--- src/rtl/alu_seq_core.sv ---
// -----------------------------------------------------------------------------
// alu_seq_core
//
// Handshaked multi-cycle ALU. A request (a, b, op) is accepted in IDLE when
// in_valid && in_ready. Single-cycle ops register their result and go
// straight to DONE. MUL runs a shift-add loop, one multiplier bit per cycle
// (LSB first), for DATA_WIDTH cycles. The result is then held in DONE until
// the consumer takes it with out_ready. Only one operation is in flight at a
// time. in_ready is low outside IDLE.
//
// Optional feature macro: ALU_SEQ_ILLEGAL_OP_EN
//   defined   : opcodes 6/7 return out=0 with err=1
//   undefined : err tied low; opcodes 6/7 return out=0 silently
//
// Ports
//   clk        in   clock, rising edge
//   rst_n      in   asynchronous active-low reset
//   in_valid   in   request present
//   in_ready   out  core can accept a request (IDLE only)
//   a, b       in   DATA_WIDTH operands, treated as unsigned
//   op         in   alu_pkg::OP_WIDTH opcode
//   out_valid  out  result present (DONE)
//   out_ready  in   consumer accepts the result
//   out        out  OUT_WIDTH result
//   err        out  illegal-opcode flag, qualified by out_valid
// -----------------------------------------------------------------------------

package alu_pkg;
    localparam int OP_WIDTH = 3;

    localparam logic [OP_WIDTH-1:0] OP_ADD = 3'd0;
    localparam logic [OP_WIDTH-1:0] OP_SUB = 3'd1;
    localparam logic [OP_WIDTH-1:0] OP_MUL = 3'd2;
    localparam logic [OP_WIDTH-1:0] OP_AND = 3'd3;
    localparam logic [OP_WIDTH-1:0] OP_OR  = 3'd4;
    localparam logic [OP_WIDTH-1:0] OP_XOR = 3'd5;
endpackage

module alu_seq_core #(
    parameter  int DATA_WIDTH = 8,
    localparam int OUT_WIDTH  = 2 * DATA_WIDTH
) (
    input  logic                         clk,
    input  logic                         rst_n,
    input  logic                         in_valid,
    output logic                         in_ready,
    input  logic [DATA_WIDTH-1:0]        a,
    input  logic [DATA_WIDTH-1:0]        b,
    input  logic [alu_pkg::OP_WIDTH-1:0] op,
    output logic                         out_valid,
    input  logic                         out_ready,
    output logic [OUT_WIDTH-1:0]         out,
    output logic                         err
);
    import alu_pkg::*;

    localparam int CNT_W = (DATA_WIDTH > 1) ? $clog2(DATA_WIDTH) : 1;

    typedef enum logic [1:0] {
        S_IDLE = 2'd0,
        S_MUL  = 2'd1,
        S_DONE = 2'd2
    } state_t;

    state_t                 state_reg;
    state_t                 state_next;

    logic [OUT_WIDTH-1:0]   result_reg;    // single-cycle result, or MUL accumulator
    logic [OUT_WIDTH-1:0]   mcand_reg;     // multiplicand, shifted left each iteration
    logic [DATA_WIDTH-1:0]  mplier_reg;    // multiplier, shifted right each iteration
    logic [CNT_W-1:0]       count_reg;

    logic                   accept;
    logic                   last_iter;

    logic [OUT_WIDTH-1:0]   a_ext;
    logic [OUT_WIDTH-1:0]   b_ext;
    logic [DATA_WIDTH-1:0]  and_bits;
    logic [DATA_WIDTH-1:0]  or_bits;
    logic [DATA_WIDTH-1:0]  xor_bits;
    logic [OUT_WIDTH-1:0]   sc_result;
    logic                   sc_illegal;

    assign accept    = in_valid && (state_reg == S_IDLE);
    assign last_iter = (count_reg == CNT_W'(DATA_WIDTH - 1));

    assign a_ext = {{DATA_WIDTH{1'b0}}, a};
    assign b_ext = {{DATA_WIDTH{1'b0}}, b};

    // Bitwise unit, one slice per operand bit
    genvar gi;
    generate
        for (gi = 0; gi < DATA_WIDTH; gi++) begin : g_bitwise
            assign and_bits[gi] = a[gi] & b[gi];
            assign or_bits[gi]  = a[gi] | b[gi];
            assign xor_bits[gi] = a[gi] ^ b[gi];
        end
    endgenerate

    // Single-cycle datapath. Operands are zero-extended, so ADD's carry lands
    // in bit DATA_WIDTH and SUB wraps modulo 2^OUT_WIDTH.
    always_comb begin
        sc_result  = '0;
        sc_illegal = 1'b0;
        case (op)
            OP_ADD:  sc_result = a_ext + b_ext;
            OP_SUB:  sc_result = a_ext - b_ext;
            OP_MUL:  sc_result = '0;
            OP_AND:  sc_result = {{DATA_WIDTH{1'b0}}, and_bits};
            OP_OR:   sc_result = {{DATA_WIDTH{1'b0}}, or_bits};
            OP_XOR:  sc_result = {{DATA_WIDTH{1'b0}}, xor_bits};
            default: sc_illegal = 1'b1;
        endcase
    end

    // ---------------- FSM: state register ----------------
    always_ff @(posedge clk or negedge rst_n) begin
        if (!rst_n) begin
            state_reg <= S_IDLE;
        end else begin
            state_reg <= state_next;
        end
    end

    // ---------------- FSM: next state ----------------
    always_comb begin
        state_next = state_reg;
        case (state_reg)
            S_IDLE: begin
                if (accept) begin
                    state_next = (op == OP_MUL) ? S_MUL : S_DONE;
                end
            end
            S_MUL: begin
                if (last_iter) begin
                    state_next = S_DONE;
                end
            end
            S_DONE: begin
                if (out_ready) begin
                    state_next = S_IDLE;
                end
            end
            default: state_next = S_IDLE;
        endcase
    end

    // ---------------- FSM: outputs ----------------
    always_comb begin
        in_ready  = 1'b0;
        out_valid = 1'b0;
        case (state_reg)
            S_IDLE:  in_ready  = 1'b1;
            S_DONE:  out_valid = 1'b1;
            default: ;
        endcase
    end

    // ---------------- Datapath ----------------
    always_ff @(posedge clk or negedge rst_n) begin
        if (!rst_n) begin
            result_reg <= '0;
            mcand_reg  <= '0;
            mplier_reg <= '0;
            count_reg  <= '0;
        end else begin
            case (state_reg)
                S_IDLE: begin
                    if (accept) begin
                        if (op == OP_MUL) begin
                            result_reg <= '0;
                            mcand_reg  <= a_ext;
                            mplier_reg <= b;
                            count_reg  <= '0;
                        end else begin
                            result_reg <= sc_illegal ? '0 : sc_result;
                        end
                    end
                end
                S_MUL: begin
                    // The final iteration also accumulates; the FSM moves to
                    // DONE on the same edge, so the product is complete there.
                    if (mplier_reg[0]) begin
                        result_reg <= result_reg + mcand_reg;
                    end
                    mcand_reg  <= mcand_reg << 1;
                    mplier_reg <= mplier_reg >> 1;
                    count_reg  <= count_reg + 1'b1;
                end
                default: ;  // DONE holds the result stable
            endcase
        end
    end

    assign out = result_reg;

`ifdef ALU_SEQ_ILLEGAL_OP_EN
    logic err_reg;

    // err is captured at accept time; MUL is always a legal op so it clears.
    always_ff @(posedge clk or negedge rst_n) begin
        if (!rst_n) begin
            err_reg <= 1'b0;
        end else if (accept) begin
            err_reg <= sc_illegal;
        end
    end

    assign err = err_reg;
`else
    assign err = 1'b0;
`endif

endmodule

--- config.mk ---
export PLATFORM = sky130hd
export DESIGN_NAME = alu_seq_core
export DESIGN_NICKNAME = d
export VERILOG_FILES = /design/src/rtl/alu_seq_core.sv
export SDC_FILE = /design/constraint.sdc
export NUM_CORES = 1
export LEC_CHECK = 0
export BUFFER_PORTS_ARGS = -buffer_cell sky130_fd_sc_hd__buf_2
export CAP_MARGIN = 20
export CORE_MARGIN = 5
export CORE_UTILIZATION = 40
export DETAILED_ROUTE_END_ITERATION = 16
export SLEW_MARGIN = 15
export SYNTH_ARGS = -nofsm -noshare
export SYNTH_HDL_FRONTEND = slang
export SYNTH_SLANG_ARGS = --single-unit
--- constraint.sdc ---
create_clock -name clk -period 2.39 [get_ports clk]
set_input_delay 0.478 -clock clk [delete_from_list [all_inputs] [get_ports clk]]
set_output_delay 0.478 -clock clk [all_outputs]
set_load 0.05 [all_outputs]
Word-level counts from Yosys, hierarchy flattened
Index checks and enable logic that the tools add are counted.
- register bits after elaboration: 45
- bits in latches: 0
- memory bits (writable): 0
- ROM bits: 0
- input bits: 23
- output and inout bits: 19
- memories: 0
- $add $sub $neg: 4
- multipliers: 0
- divide/modulo/power cells: 0
- order comparisons: 0
- equal/unequal tests: 13
- shift-type cells: 0
- multiplexer cells: 22
- bitwise logic cells: 24
- reductions and logical operators: 8
- operator list (operator ; count):
    2-to-1 mux 16 bit ; 6
    case mux 16 bit (5 select lines) ; 1
    case mux 16 bit (2 select lines) ; 2
    adder 16 bit ; 1
    2-to-1 mux 8 bit ; 2
    case mux 8 bit (2 select lines) ; 1
    adder 8 x 8 -> 9 bit ; 1
    equality test 3 bit, second input constant ; 3
    AND reduction 3 bit ; 3
    subtractor 8 x 8 -> 9 bit ; 1
    bitwise AND 1 bit ; 8
    2-to-1 mux 2 bit ; 4
    != test 2 bit, second input constant ; 4
    bitwise OR 1 bit ; 8
    bitwise XOR 1 bit ; 8
    equality test 3 x 2 -> 1 bit, second input constant ; 2
    2-to-1 mux 3 bit ; 2
    case mux 2 bit (3 select lines) ; 1
    case mux 3 bit (2 select lines) ; 1
    OR reduction 6 bit ; 1
    adder 3 x 1 -> 3 bit, second input constant ; 1
    equality test 3 x 1 -> 1 bit, second input constant ; 1
    logical NOT 3 bit ; 1
    equality test 2 x 1 -> 1 bit, second input constant ; 1
    other kinds (6) ; 7

Logic depth before layout (Yosys ltp)
Gate-level depths: netlist (run 1).
- depth after elaboration: 6
- gate-level depth with buffers: 11
- depth with buffers taken out: 11

Worst setup path after synthesis (run 1)
No wires, ideal clock.
- path kind: register to register
- start point: reg result_reg[0], in the netlist out[0]
- end point: reg result_reg[14], in the netlist out[14]
- setup time: 126 ps
- data arrival time: 2496 ps
- data required time: 2264 ps
- slack: -233 ps
- cell stages (with the launch flop): 11
- path buffers: 0
- clock period less this slack: 2623 ps
- cells stage by stage: dfrtp_1 ha_1 inv_1 fa_1 nand2b_1 a21oi_2 o21ai_1 a21oi_2 o31ai_4 xnor2_1 a221o_1
- longest elaborated chain between the ends: 3
- RTL lines (what ; line ; text):
    start: declaration ; 68 ; logic [OUT_WIDTH-1:0] result_reg;
    start signal: assignment ; 176 ; result_reg <= sc_illegal ? '0 : sc_result;
    start signal: assignment ; 184 ; result_reg <= result_reg + mcand_reg;
    adder 16 bit ; 184 ;
    2-to-1 mux 16 bit ; 183 ; if (mplier_reg[0]) begin
    case mux 16 bit (2 select lines) ; 167 ; case (state_reg)
No other way between the ends. The select of a mux whose other input is x is not followed.
A chain may end at the register's enable or synchronous reset.

Worst setup path in the final report (run 1)
- start point: in a[0]
- end point: reg result_reg[6], in the netlist out[6]
- longest elaborated chain between the ends: 6
- elaborated cells between the ends (all ways): 7
- RTL lines (what ; line ; text):
    start: declaration ; 47 ; input logic [DATA_WIDTH-1:0] a,
    subtractor 8 x 8 -> 9 bit or adder 8 x 8 -> 9 bit (tied branches) ; 107, 106 ;
    case mux 16 bit (5 select lines) * ; 105 ; case (op)
    2-to-1 mux 16 bit * ; 176 ;
    2-to-1 mux 16 bit * ; 170 ; if (op == OP_MUL) begin
    2-to-1 mux 16 bit * ; 169 ; if (accept) begin
    case mux 16 bit (2 select lines) * ; 167 ;
Every way passes the cells marked *; elsewhere a longest branch is shown, timed or not. The select of a mux whose other input is x is not followed.

==> impl_metrics.ini, run 1 <==
[yosys]
yosysWarnings = 0
synthArstFlopShare_pct = 100
netlist_instances = 467
leading_post_synthesis_cells_by_cell_area = dfrtp_1, ha_1, nor2_1
syn_area_per_cell_um2 = 8.22
synth_cell_type_count = 60
synth_sequential_area_ratio_pct = 29.3
synth_edf_count = 0
synth_top_area_cell = dfrtp_1
yosysMostFrequentCell = nor2_1
most_instantiated_flip_flop_cell_in_the_synthesis_netlist = dfrtp_1
synth_commonest_cells = nor2_1, nand2_1, dfrtp_1
ys_ff_latch = 45
synthesis.area_um2 = 3840
postSynthNetCount = 535
synth_top_area_share_pct = 29.3

[timing]
hold_ws_ns = 0.138
slew_violations = 0
final_hold_viols = 0
worst_pin_slew_ns = 0.635
finalCriticalPeriod_ns = 2.28
skew_ns = 0.00816
relSlewSlack_pct = 57.6
tcrit_tclk_final_pct = 95.2
setup_viol = 0
timing.fmax_mhz = 440

[setup_path]
r2r-end = out[12]
critPathKind = input port to flip-flop
setup.worst_path.start_class = input port
setup.reg_to_reg.worst_slack_ns = 0.12
slowest_stage = a2111o_1
max_stage_delay_ns = 0.45
crit_chain = buf_2 > buf_4 > ha_2 > inv_1 > fa_2 > nor2b_1 > o21ai_1 > nand2_1 > a31o_1 > a2111o_1 > a32oi_2 > o21ai_1
worst_reg2reg_path_depth = 10
end_kind = flip-flop
worstPathArrival_ns = 2.47
regToRegStartpoint = mcand_reg[0]
worst_ep_required_time_ns = 2.58
worst_path_most_repeated_cell = o21ai_1
worstPathMaxFanout = 3

[cts]
number_of_buffers_added_by_the_clock_tree_synthesis_step = 5
ctsRootBufferMaster = clkbuf_8
tritoncts_num_sinks = 45
worst_setup_hold_path_clk_slew_ns = 0.10
cts-htree-levels = 2
ctsHoldBuffers = 0
tritoncts = yes
cts_max_path_buffers = 2
worst_skew_pair.late_latency_ns = 0.30

[power]
power_frac_clock_pct = 12.5
cell_internal_pwr_mw = 2.09
power.static_leakage_nw = 2.26
cellPowerDensity_nw_per_um2 = 861
power_share_of_the_sequential_group_pct = 31.3
sw_frac_of_total_pct = 48.1
ir_drop_mv = 0.367
totalPowerFinal_mw = 4.03
power.combinational.fraction_pct = 56.2
switchingPower_mw = 1.94

[cells_and_area]
synthToLayoutAreaGrowth_pct = 22.0
finish.utilization_pct = 50.5
multiInputGateArea_um2 = 2610
post_route_cells_drive_above_1_share_pct = 24.8
diodes = 0
sequential_cell_area_um2 = 1130
finish.net_count = 604
stdcell_area_um2 = 4680
fill_cells = 940

[floorplanning]
core_region_area_um2 = 9280
fp.dieW_um = 108
die_h_um = 108
effective_utilization_at_floorplan_pct = 41.3
die-area_um2 = 11700
floorplan.rows = 35
io_pins = 42

[placement]
placed_area_um2 = 4500
buffer_ports.inserted = 40
hpwlAfterDp_um = 8020
gp_congestion = 0.896

[route]
detail_route.drc_violations = 0
ant_nets_after_route = 0
post_detailed_route_via_to_cell_ratio = 5.38
routed_wirelength_um = 10300
drt_first_iter_violations = 163
detail_route.wl_per_cell_um = 15.4
route.vias.total = 3583
drtPass1Iterations = 8

[status]
run_status = complete, no violations

[global_routing]
vias_in_the_first_global_route = 3660
grt_first_pass_wirelength_um = 17600
initial_antenna_violation_count = 0
total_routing_usage_reported_by_global_routing_pct = 18.5
grt_max_degree = 44
grt_remaining_overflow = 0

[run]
timing.max_cap.violations = 0

[hold_path]
hold_path_class = input port to asynchronous set/reset pin
[final cells by class]
class                      instances  share of cell area, %
timing repair buffer              89                   12.7
multi-input combinational        368                   55.7
inverter                          27                   2.16
tap                              129                   3.45
sequential                        45                   24.1
clock buffer                       5                   1.47
clock inverter                     3                  0.454
[metrics by stage]
stage | worst slack, ns | setup TNS [ns] | std cells
detailed placement | -0.274 | -1.89 | 657
finish | 0.115 | 0 | 666
global route | -0.0132 | -0.0132 | 666
global placement | -0.165 | -1.30 | 657
CTS | 0.0271 | 0 | 665
floorplan | 0.0109 | 0 | 467
[critical path, delay by kind of cell]
family          cells  cell delay, ns
buf+inv             3            0.29
simple gates        2            0.16
fa+ha+maj           2            0.39
compound gates      5            1.14
[kinds of logic after synthesis]
group                      Yosys count  synth area share [%]
adders and majority gates           45                  15.3
and+or+nand+nor                    141                  16.7
AOI/OAI and AO/OA                  164                  28.9
other                                1                0.0977
xor gates and xnor gates            14                  3.19
DFF                                 45                  29.3
muxes                                3                 0.815
buffers and inverters               54                  5.74
[power by group through the flow]
stage / clock, mW / sequential [mW] / combinational (mW)
floorplan: 0 / 1.53 / 1.30
detailed placement: 0 / 1.28 / 2.16
finish: 0.506 / 1.26 / 2.26
global placement: 0 / 1.26 / 2.11
global route: 0.549 / 1.30 / 2.53
CTS: 0.526 / 1.26 / 2.17
[what timing repair did]
| item | 4_1_cts | 5_1_grt |
|---|---|---|
| endpoints found under the setup margin | 0 | 11 |
| buffers inserted | 0 | 1 |
| resized for setup | 0 | 20 |
[cells in the final DEF (no fill, tap or decap), types with 7 or more instances in the layout]
cell / count
o21ai_0: 34
nand2b_1: 7
nor2_1: 53
a22o_1: 12
a21o_1: 7
buf_2: 40
inv_1: 27
ha_1: 36
xor2_1: 8
a211oi_1: 8
nor3_1: 9
o21ai_1: 10
dfrtp_1: 43
a21oi_1: 39
nand2_1: 46
buf_4: 47
[worst max-delay path by stage]
stage            from  endpoint  slack, ns  cells after the start
4_1_cts          a[0]    out[4]       0.03                     12
5_1_grt        out[8]   out[15]      -0.01                      8
3_5_place_dp     a[0]    out[4]      -0.27                     12
3_3_place_gp     a[0]    out[6]      -0.16                     13
2_1_floorplan  out[0]   out[14]       0.01                     10
6_report         a[0]    out[6]       0.12                     12
[layer usage]
layer  global-route usage [%]  share of wire [%]  vias up
met5                        0                  0        -
met4                     3.07               0.62        0
met3                     2.45                3.8        4
met2                     31.7                 48       93
met1                     25.3                 48     1693
li1                         -                  -     1793
Power figures use the tool's default switching activity.
==> run 2: changes to the inputs <==
- clock period: 2.39 -> 2.9 ns (I/O delays scaled with it)
==> impl_metrics.ini, run 2 (synthesis gave the netlist of run 1 again) <==
[cts]
ctsRootBufferMaster = clkbuf_8
tritoncts_num_sinks = 45
cts_max_path_buffers = 2
ctsHoldBuffers = 0
worst_setup_hold_path_clk_slew_ns = 0.09
cts-htree-levels = 2
tritoncts = yes
number_of_buffers_added_by_the_clock_tree_synthesis_step = 5
cts.repair_timing.setup_buffer_count = 0
cts_resized = 0
worst_skew_pair.late_latency_ns = 0.30

[placement]
placed_area_um2 = 4190
buffer_ports.inserted = 40
hpwlAfterDp_um = 7490
gp_congestion = 0.902

[route]
routed_wirelength_um = 9570
drt_first_iter_violations = 168
post_detailed_route_via_to_cell_ratio = 5.42
route.vias.total = 3411
detail_route.wl_per_cell_um = 15.2
drtPass1Iterations = 4
detail_route.drc_violations = 0
ant_nets_after_route = 0

[cells_and_area]
post_route_cells_drive_above_1_share_pct = 15.4
multiInputGateArea_um2 = 2500
sequential_cell_area_um2 = 1130
finish.net_count = 568
layout.cells.most_common = nor2_1
diodes = 0
synthToLayoutAreaGrowth_pct = 11.5
fill_cells = 986
most-common-layout-cells = nor2_1, nand2_1, dfrtp_1, ha_1
stdcell_area_um2 = 4280

[timing]
worst_pin_slew_ns = 0.680
tcrit_tclk_final_pct = 88.7
relSlewSlack_pct = 54.6
slew_violations = 0
setup_total_negative_slack_ns = 0
setup_viol = 0
skew_ns = 0.00881
final_hold_viols = 0
rsz0062_at_grt = false
finalCriticalPeriod_ns = 2.57
timing.fmax_mhz = 389
hold_ws_ns = 0.277

[global_routing]
total_routing_usage_reported_by_global_routing_pct = 17.2
grt_first_pass_wirelength_um = 16200
vias_in_the_first_global_route = 3310
initial_antenna_violation_count = 0
grt_remaining_overflow = 0
grt_max_degree = 46

[setup_path]
crit_chain = ha_1 > inv_1 > fa_1 > nand2b_1 > a21oi_2 > o21ai_1 > a21oi_2 > o31ai_4 > xnor2_1 > a221o_1
worstPathArrival_ns = 2.76
slowest_stage = dfrtp_1
setup.worst_path.start_class = flip-flop
worstPathMaxFanout = 4
worst_ep_required_time_ns = 3.08
worst_reg2reg_path_depth = 10
worst_path_most_repeated_cell = a21oi_2
critPathKind = flip-flop to flip-flop
end_kind = flip-flop
max_stage_delay_ns = 0.39

[floorplanning]
core_region_area_um2 = 9280
io_pins = 42
floorplan.rows = 35
fp.dieW_um = 108
effective_utilization_at_floorplan_pct = 41.3
die-area_um2 = 11700
die_h_um = 108

[hold_path]
hold_path_class = input port to asynchronous set/reset pin

[power]
power.static_leakage_nw = 2.07
ir_drop_mv = 0.375
cellPowerDensity_nw_per_um2 = 725

[status]
run_status = complete, no violations

[run]
timing.max_cap.violations = 0
==> run 2: final cells by class <==
| class | count | share of cell area (%) |
|---|---|---|
| Multi-Input combinational cell | 368 | 58.4 |
| Tap cell | 129 | 3.77 |
| Sequential cell | 45 | 26.3 |
| Timing Repair Buffer | 53 | 7.02 |
| Clock buffer | 6 | 1.93 |
| Clock inverter | 1 | 0.175 |
| Inverter | 27 | 2.37 |
==> run 2: routing by layer <==
metal	vias to the layer above	part of all wire, %	global-route usage (%)
met2	80	46	27.4
met3	11	5.0	2.45
met1	1605	48	24.8
met4	0	1.2	3.70
met5	-	0	0
li1	1715	-	-
==> run 2: through the flow <==
stage          util, %  power [mW]  setup WS (ns)  cells
6_report          46.1        3.10          0.327    629
3_3_place_gp      45.1        2.68          0.169    622
5_1_grt           46.1        3.37         0.0626    629
4_1_cts           46.1        3.13          0.331    629
2_1_floorplan        -        2.30          0.277    467
3_5_place_dp      45.1        2.71          0.118    622
==> run 2: worst paths after layout <==
check | slack, ns | startpoint | endpoint
hold reg to reg | 0.49 | mplier_reg[1] | mplier_reg[1]
max in group asynchronous | 2.22 | rst_n | state_reg[1]
setup / recovery | 0.33 | mcand_reg[0] | out[14]
min in group clk | 0.49 | mplier_reg[1] | mplier_reg[1]
hold / removal | 0.28 | rst_n | out[7]
setup reg to reg | 0.33 | mcand_reg[0] | out[14]
==> run 2: power by group <==
group	internal, mW	switching (mW)	total, mW	leakage, nW
logic	0.591	1.08	1.67	1.44
registers	0.841	0.187	1.03	0.583
clock network	0.189	0.216	0.405	0.0433
total	1.62	1.48	3.10	2.07
==> run 2: worst max-delay path, delay by kind of cell (launching register included) <==
family	cells	cell delay, ns
AO/OA/AOI/OAI	5	1.02
XOR/XNOR	1	0.12
adder cells (fa/ha/maj)	2	0.62
buffers and inverters	1	0.07
flip-flops	1	0.39
AND/OR/NAND/NOR	1	0.24
